**src/rtl/button_debounce_pkg.sv**
```systemverilog
// -----------------------------------------------------------------------------
// button_debounce_pkg
// Shared types and constants for the pushbutton conditioning block.
//   btn_state_t              : debouncer FSM states
//   CLK_HZ                   : system clock frequency the defaults are derived from
//   DEFAULT_DEBOUNCE_CYCLES  : 10 ms stable time at CLK_HZ
//   DEFAULT_LONG_CYCLES      : 1 s hold time at CLK_HZ
// -----------------------------------------------------------------------------
package button_debounce_pkg;

    typedef enum logic [1:0] {
        IDLE,
        PRESS_WAIT,
        HELD,
        RELEASE_WAIT
    } btn_state_t;

    localparam int CLK_HZ                  = 100_000_000;
    localparam int DEFAULT_DEBOUNCE_CYCLES = CLK_HZ / 100;
    localparam int DEFAULT_LONG_CYCLES     = CLK_HZ;

endpackage

```
**src/rtl/button_debounce_sync_ff.sv**
```systemverilog
// -----------------------------------------------------------------------------
// sync_ff
// Multi-stage flip-flop synchroniser for one asynchronous input bit.
//   clk  in  1  system clock
//   rst  in  1  synchronous active-high reset, loads RST_VAL into every stage
//   d    in  1  asynchronous input
//   q    out 1  synchronised output (STAGES clk edges of latency)
// -----------------------------------------------------------------------------
module sync_ff
    import button_debounce_pkg::*;
#(
    parameter int   STAGES  = 2,
    parameter logic RST_VAL = 1'b0
) (
    input  logic clk,
    input  logic rst,
    input  logic d,
    output logic q
);

    logic [STAGES-1:0] chain;

    // Reset loads the idle level so the debouncer does not see a phantom edge
    // coming out of reset.
    always_ff @(posedge clk) begin
        if (rst) begin
            chain <= {STAGES{RST_VAL}};
        end else begin
            chain <= {chain[STAGES-2:0], d};
        end
    end

    assign q = chain[STAGES-1];

endmodule

```
**src/rtl/button_debounce.sv**
```systemverilog
// -----------------------------------------------------------------------------
// button_debounce
// Conditions one raw pushbutton pin into a clean level plus single-cycle
// press / release / long-press events.
//   clk            in  1  system clock
//   rst            in  1  synchronous active-high reset
//   btn_in         in  1  raw asynchronous pin
//   btn_level      out 1  debounced pressed level (1 = pressed)
//   press          out 1  one-cycle pulse on accepted press
//   release_pulse  out 1  one-cycle pulse on accepted release
//   long_press     out 1  one-cycle pulse when the hold reaches LONG_CYCLES
//   held_long      out 1  long press reached; cleared on accepted release
// -----------------------------------------------------------------------------
module button_debounce
    import button_debounce_pkg::*;
#(
    parameter int SYNC_STAGES     = 2,
    parameter int DEBOUNCE_CYCLES = DEFAULT_DEBOUNCE_CYCLES,
    parameter int LONG_CYCLES     = DEFAULT_LONG_CYCLES,
    parameter bit ACTIVE_LOW      = 1'b0
) (
    input  logic clk,
    input  logic rst,
    input  logic btn_in,
    output logic btn_level,
    output logic press,
    output logic release_pulse,
    output logic long_press,
    output logic held_long
);

    localparam int DW = $clog2(DEBOUNCE_CYCLES) + 1;
    localparam int HW = $clog2(LONG_CYCLES) + 1;
    localparam logic [DW-1:0] D_LAST = DW'(DEBOUNCE_CYCLES - 1);
    localparam logic [HW-1:0] H_LAST = HW'(LONG_CYCLES - 1);
    localparam logic RAW_RELEASED = ACTIVE_LOW;

    btn_state_t    state, state_n;
    logic [DW-1:0] dcnt, dcnt_n;
    logic [HW-1:0] hcnt, hcnt_n;
    logic          level_n, held_n, press_n, release_n, long_n;
    logic          hold_count;
    logic          sync_raw;
    logic          s;

    sync_ff #(
        .STAGES  (SYNC_STAGES),
        .RST_VAL (RAW_RELEASED)
    ) u_sync (
        .clk (clk),
        .rst (rst),
        .d   (btn_in),
        .q   (sync_raw)
    );

    // Polarity is corrected after the synchroniser so s is always 1 = pressed.
    assign s = sync_raw ^ ACTIVE_LOW;

    // Next-state logic. A change is accepted only after s has held the new
    // value through a full debounce window; any disagreement aborts the
    // window, including on the terminal cycle. The hold counter keeps running
    // in RELEASE_WAIT so a long press can still be reported while a release
    // is being qualified.
    always_comb begin
        state_n    = state;
        dcnt_n     = dcnt;
        hcnt_n     = hcnt;
        level_n    = btn_level;
        held_n     = held_long;
        press_n    = 1'b0;
        release_n  = 1'b0;
        long_n     = 1'b0;
        hold_count = 1'b0;

        case (state)
            IDLE: begin
                if (s) begin
                    state_n = PRESS_WAIT;
                    dcnt_n  = '0;
                end
            end
            PRESS_WAIT: begin
                if (!s) begin
                    state_n = IDLE;
                end else if (dcnt == D_LAST) begin
                    state_n = HELD;
                    press_n = 1'b1;
                    level_n = 1'b1;
                    hcnt_n  = '0;
                end else begin
                    dcnt_n = dcnt + 1'b1;
                end
            end
            HELD: begin
                hold_count = 1'b1;
                if (!s) begin
                    state_n = RELEASE_WAIT;
                    dcnt_n  = '0;
                end
            end
            RELEASE_WAIT: begin
                if (s) begin
                    state_n    = HELD;
                    hold_count = 1'b1;
                end else if (dcnt == D_LAST) begin
                    state_n   = IDLE;
                    release_n = 1'b1;
                    level_n   = 1'b0;
                    held_n    = 1'b0;
                    hcnt_n    = '0;
                end else begin
                    dcnt_n     = dcnt + 1'b1;
                    hold_count = 1'b1;
                end
            end
            default: begin
                state_n = IDLE;
            end
        endcase

        // The hold counter parks at its terminal value; held_long keeps the
        // pulse from repeating until the release clears both.
        if (hold_count) begin
            if (hcnt == H_LAST) begin
                if (!held_long) begin
                    long_n = 1'b1;
                    held_n = 1'b1;
                end
            end else begin
                hcnt_n = hcnt + 1'b1;
            end
        end
    end

    // State, counters and all outputs are registered together.
    always_ff @(posedge clk) begin
        if (rst) begin
            state         <= IDLE;
            dcnt          <= '0;
            hcnt          <= '0;
            btn_level     <= 1'b0;
            held_long     <= 1'b0;
            press         <= 1'b0;
            release_pulse <= 1'b0;
            long_press    <= 1'b0;
        end else begin
            state         <= state_n;
            dcnt          <= dcnt_n;
            hcnt          <= hcnt_n;
            btn_level     <= level_n;
            held_long     <= held_n;
            press         <= press_n;
            release_pulse <= release_n;
            long_press    <= long_n;
        end
    end

endmodule

```
**config.mk**
```make
export PLATFORM = sky130hd
export DESIGN_NAME = button_debounce
export DESIGN_NICKNAME = d
export VERILOG_FILES = /design/src/rtl/button_debounce_pkg.sv /design/src/rtl/button_debounce_sync_ff.sv /design/src/rtl/button_debounce.sv
export SDC_FILE = /design/constraint.sdc
export NUM_CORES = 1
export LEC_CHECK = 0
export BUFFER_PORTS_ARGS = -buffer_cell sky130_fd_sc_hd__buf_2
export CAP_MARGIN = 40
export CORE_MARGIN = 10
export CORE_UTILIZATION = 62
export CTS_CLUSTER_SIZE = 25
export DETAILED_ROUTE_END_ITERATION = 12
export PLACE_DENSITY_LB_ADDON = 0.15
export SKIP_LAST_GASP = 1
export SLEW_MARGIN = 20
export SYNTH_ARGS = -nofsm -noshare
export SYNTH_HDL_FRONTEND = slang
export SYNTH_HIERARCHICAL = 1
export SYNTH_SLANG_ARGS = --single-unit
```
**constraint.sdc**
```tcl
create_clock -name clk -period 2.9 [get_ports clk]
set_input_delay 0.145 -clock clk [delete_from_list [all_inputs] [get_ports clk]]
set_output_delay 0.145 -clock clk [all_outputs]
set_load 0.01 [all_outputs]
```
Word level (Yosys, flattened, before mapping)
Cells that the tools add are included.
{"block": "op_classes", "addsub": 2, "n_eq_ne": 13, "n_mux": 35, "n_bitwise": 5, "n_reduce_logical": 8}
{"cell": "two-way mux 28 bit", "count": 5}
{"cell": "two-way mux 21 bit", "count": 5}
{"cell": "one-hot mux 21 bit (4 select lines)", "count": 1}
{"cell": "one-hot mux 28 bit (2 select lines)", "count": 1}
{"cell": "adder 28 x 1 -> 28 bit, second input constant", "count": 1}
{"cell": "equality test 28 x 27 -> 1 bit, second input constant", "count": 1}
{"cell": "adder 21 x 1 -> 21 bit, second input constant", "count": 1}
{"cell": "equality test 21 x 20 -> 1 bit, second input constant", "count": 1}
{"cell": "two-way mux 1 bit", "count": 14}
{"cell": "two-way mux 2 bit", "count": 6}
{"cell": "OR reduction 3 bit", "count": 3}
{"cell": "!= test 2 bit, second input constant", "count": 4}
{"cell": "one-hot mux 2 bit (4 select lines)", "count": 1}
{"cell": "AND reduction 4 bit", "count": 2}
{"cell": "inverter 1 bit", "count": 5}
{"cell": "AND reduction 5 bit", "count": 1}
{"cell": "equality test 2 bit, second input constant", "count": 2}
{"cell": "!= test 2 x 1 -> 1 bit, second input constant", "count": 2}
{"cell": "one-hot mux 1 bit (2 select lines)", "count": 2}
{"cell": "!= test 3 x 2 -> 1 bit, second input constant", "count": 1}
{"cell": "!= test 3 bit, second input constant", "count": 1}
{"cell": "equality test 2 x 1 -> 1 bit, second input constant", "count": 1}
{"cell": "zero test 2 bit", "count": 1}
{"cell": "nonzero test 2 bit", "count": 1}
{"block": "word_totals", "reg_bits": 58, "elab_cells": 72}

Logic depth before layout (Yosys ltp)
{"block": "logic_depth", "word_depth": 7, "mapped_depth": 9, "depth_no_buf": 6}

By module
The synthesis kept the hierarchy.
{"module": "button_debounce", "n_inst": 1, "cells_each": 352, "area_each_um2": 3011.6}
{"module": "sync_ff", "n_inst": 1, "cells_each": 4, "area_each_um2": 52.6}

Worst setup path after synthesis
No wires, ideal clock.
{"block": "synth_timing", "kind": "register -> register", "startpoint": "reg hcnt[0]", "endpoint": "reg hcnt[25]", "setup_time_ns": 0.056, "t_arrival_ns": 1.991, "required_ns": 2.844, "slack_ns": 0.853, "path_stages_with_launch": 9, "n_path_buf": 2, "synth_period_minus_slack_ns": 2.047, "path_cell_list": "dfxtp_1 > ha_1 > nand3_2 > or3_1 > buf_6 > or3_4 > buf_6 > a21oi_4 > a211o_2"}
{"block": "synth_between", "elab_chain_cells": 3}
{"element": "start: declaration", "line_no": "button_debounce.sv:40", "rtl": "logic [HW-1:0] hcnt, hcnt_n;"}
{"element": "start signal: assignment", "line_no": "button_debounce.sv:149", "rtl": "hcnt <= hcnt_n;"}
{"element": "adder 28 x 1 -> 28 bit or equality test 28 x 27 -> 1 bit (tied branches)", "line_no": "button_debounce.sv:130, button_debounce.sv:124"}
{"element": "two-way mux 28 bit (*)", "line_no": "button_debounce.sv:124", "rtl": "if (hcnt == H_LAST) begin"}
{"element": "two-way mux 28 bit (*)", "line_no": "button_debounce.sv:123", "rtl": "if (hold_count) begin"}
Every way passes the cells marked *; elsewhere a longest branch is shown, timed or not.
A chain may end at the register's enable or synchronous reset.

Worst setup path after layout
{"block": "layout_timing", "startpoint": "reg hcnt[0]", "endpoint": "reg hcnt[6]"}
Same word-level chain as after synthesis.

==> impl_metrics.env <==
export IMPL_status="completed"
export IMPL_ys_seq_area_share_pct=37.89
export IMPL_dr_first_iter_drc_count=246
export IMPL_vias=2769
export IMPL_numCtsBuffers=9
export IMPL_firstDrtPassIters=4
export IMPL_cp_arrival_ns=2.67
export IMPL_finalClockSkew_ns=0.009081
export IMPL_tritoncts="built"
export IMPL_track_usage_pct=17.09
export IMPL_crit_chain="ha_1 -> nand3_2 -> or3_1 -> nor3_4 -> buf_4 -> a2111oi_0 -> a21o_2"
export IMPL_fmax_ghz=0.4081
export IMPL_whs_ns=0.01779
export IMPL_drive_above_1_share_pct=14.17
export IMPL_grt_ovfl_total=0
export IMPL_synth_top_cell_by_area="dfxtp_1"
export IMPL_async_flop_share_pct=0
export IMPL_clock_sinks=58
export IMPL_syn_nets=361
export IMPL_grt_pass1_wl_um=11850
export IMPL_antenna_found_initial=0
export IMPL_ys_ff_latch=58
export IMPL_antennaDiodeCount=0
export IMPL_yosysWarnings=6
export IMPL_maxCapViolations=0
export IMPL_synth_cells=356
export IMPL_hpwlAfterDp_um=4577
export IMPL_setup_viol_count_final=0
export IMPL_dieArea_um2=8154
export IMPL_cp_top_family="simple AND/OR/NAND/NOR gates"
export IMPL_placed_area_um2=3067
export IMPL_cpPeakStageDelay_ns=0.54
export IMPL_post_cts_buffers=0
export IMPL_io_pins=8
export IMPL_power_leakage_nw=1.039
export IMPL_synthTopCellsByArea="dfxtp_1, a21oi_1, or4_1, nand4_1, nand3_1"
export IMPL_power_w=0.001598
export IMPL_nets=360
export IMPL_maxSlewHeadroom_pct=48.35
export IMPL_clockBufferDepth=2
export IMPL_fin_crit_sh_pct=84.49
export IMPL_avgRoutedWirePerCell_um=15.85
export IMPL_synthFlopType="dfxtp_1"
export IMPL_crit_path_top_delay_cell="or3_1"
export IMPL_holdBufCountCts=0
export IMPL_grt_max_degree=45
export IMPL_design_area_um2=3272
export IMPL_antenna_left=0
export IMPL_fin_tns_setup_ns=0
export IMPL_layout_common_cells="dfxtp_1, nand2_1, a21oi_1, nor2_1, nand3_1"
export IMPL_clkLatencyLatePin_ns=0.33
export IMPL_synth_edff_count=0
export IMPL_crit_buf_inv=1
export IMPL_grt_pass1_vias=2561
export IMPL_clockRootBuffer="clkbuf_8"
export IMPL_port_buffers=7
export IMPL_areaGrowthSynthToFinish_pct=6.778
export IMPL_routed_wirelength_um=6769
export IMPL_cp_required_ns=3.12
export IMPL_ctsResizeCount=0
export IMPL_avgSynthCellArea_um2=8.607
export IMPL_end_kind="flip-flop"
export IMPL_fp_dieH_um=90.30
export IMPL_die_x_um=90.30
export IMPL_cellPowerDensity_nw_per_um2=488.3
export IMPL_htree_levels=3
export IMPL_fp_row_count=25
export IMPL_hold_violations=0
export IMPL_initial_utilization_pct=64.45
export IMPL_ys_types=60
export IMPL_final_max_slew_viol_count=0
export IMPL_path_clk_slew_ns=0.07
export IMPL_drc=0
export IMPL_min_period_ns=2.450
export IMPL_worstSetupPathType="reg2reg"
export IMPL_path_max_fanout=15
export IMPL_final_common_cell="dfxtp_1"
export IMPL_coreArea_um2=4755
export IMPL_yosysTopAreaCellShare_pct=37.89
export IMPL_hold_class="in2reg"
export IMPL_worstMarginPinSlew_ns=0.7748
export IMPL_peakVddDrop_mv=0.2746
export IMPL_synth_area_um2=3064
export IMPL_worst_setup_path_start_kind="flip-flop"
export IMPL_grt_setup_unrepaired="no"
export IMPL_place_congestion=0.8557
export IMPL_via_per_inst=6.485
## through the flow
step / cells / worst slack, ns / util, %
after floorplan: 356 / 0.8526 / -
after global placement: 411 / 0.5394 / 64.50
final: 427 / 0.4497 / 68.82
after detailed placement: 411 / 0.5253 / 64.50
after global routing: 427 / 0.2796 / 68.82
after CTS: 427 / 0.5117 / 68.82
## routing by layer
metal	wire length [um]	global-route usage (%)	up-vias
met5	0	0	-
li1	-	-	1363
met3	305	4.904	8
met4	80	7.825	0
met2	3327	28.45	68
met1	3055	19.80	1330
## kinds of logic (layout without fill, tap and decap cells)
| logic type | Yosys count | count (layout) | synth area share, % |
|---|---|---|---|
| AOI/OAI and AO/OA | 81 | 81 | 18.58 |
| xor gates and xnor gates | 15 | 15 | 4.288 |
| adders and majority gates | 2 | 2 | 0.8165 |
| buffers and inverters | 28 | 32 | 5.390 |
| DFF | 58 | 58 | 37.89 |
| muxes | 3 | 3 | 1.021 |
| and+or+nand+nor | 169 | 169 | 32.01 |
## cell type report
class,count,area [um2]
Timing Repair Buffer,11,65.06
Clock inverter,4,50.05
Clock buffer,12,155.1
Inverter,5,18.77
Fill cell,394,1483
Sequential cell,58,1161
Tap cell,67,83.83
Multi-Input combinational cell,270,1738
## synth_stat cells, types with 3 or more instances
library cell	instances
nor2_1	23
nand4_1	18
a31o_2	3
xor2_1	8
dfxtp_1	58
nor2b_1	3
a2111oi_0	4
xnor2_1	7
or4_1	16
a21oi_1	24
inv_1	5
clkbuf_1	7
nor4_1	9
and3_1	7
nand2b_1	3
nor3_1	7
o211ai_1	9
a21o_2	4
nand3_1	21
o21ai_0	6
a31oi_1	5
nand2_1	27
o31ai_1	13
buf_6	6
and4_1	4
buf_2	5
or3_1	10
or2_2	3
## report_power, final
| part | switching (W) | internal [W] |
|---|---|---|
| registers | 0.00000316 | 0.000800 |
| logic | 0.0000243 | 0.0000102 |
| clock network | 0.000318 | 0.000442 |
## worst paths after layout
kind                  start              end  slack (ns)  depth (start not counted)
setup / recovery    hcnt[0]          hcnt[6]        0.45                          7
hold / removal       btn_in  u_sync/chain[0]        0.02                          2
setup reg to reg    hcnt[0]          hcnt[6]        0.45                          7
hold reg to reg   held_long       long_press        0.44                          1
## sequential cells by signal, summed over array words and instances (netlist names), named ones only
signal,cells
press,1
u_sync/chain,2
long_press,1
held_long,1
release_pulse,1
btn_level,1
dcnt,21
hcnt,28
state,1
No activity file was read; power rests on OpenSTA's default activity.
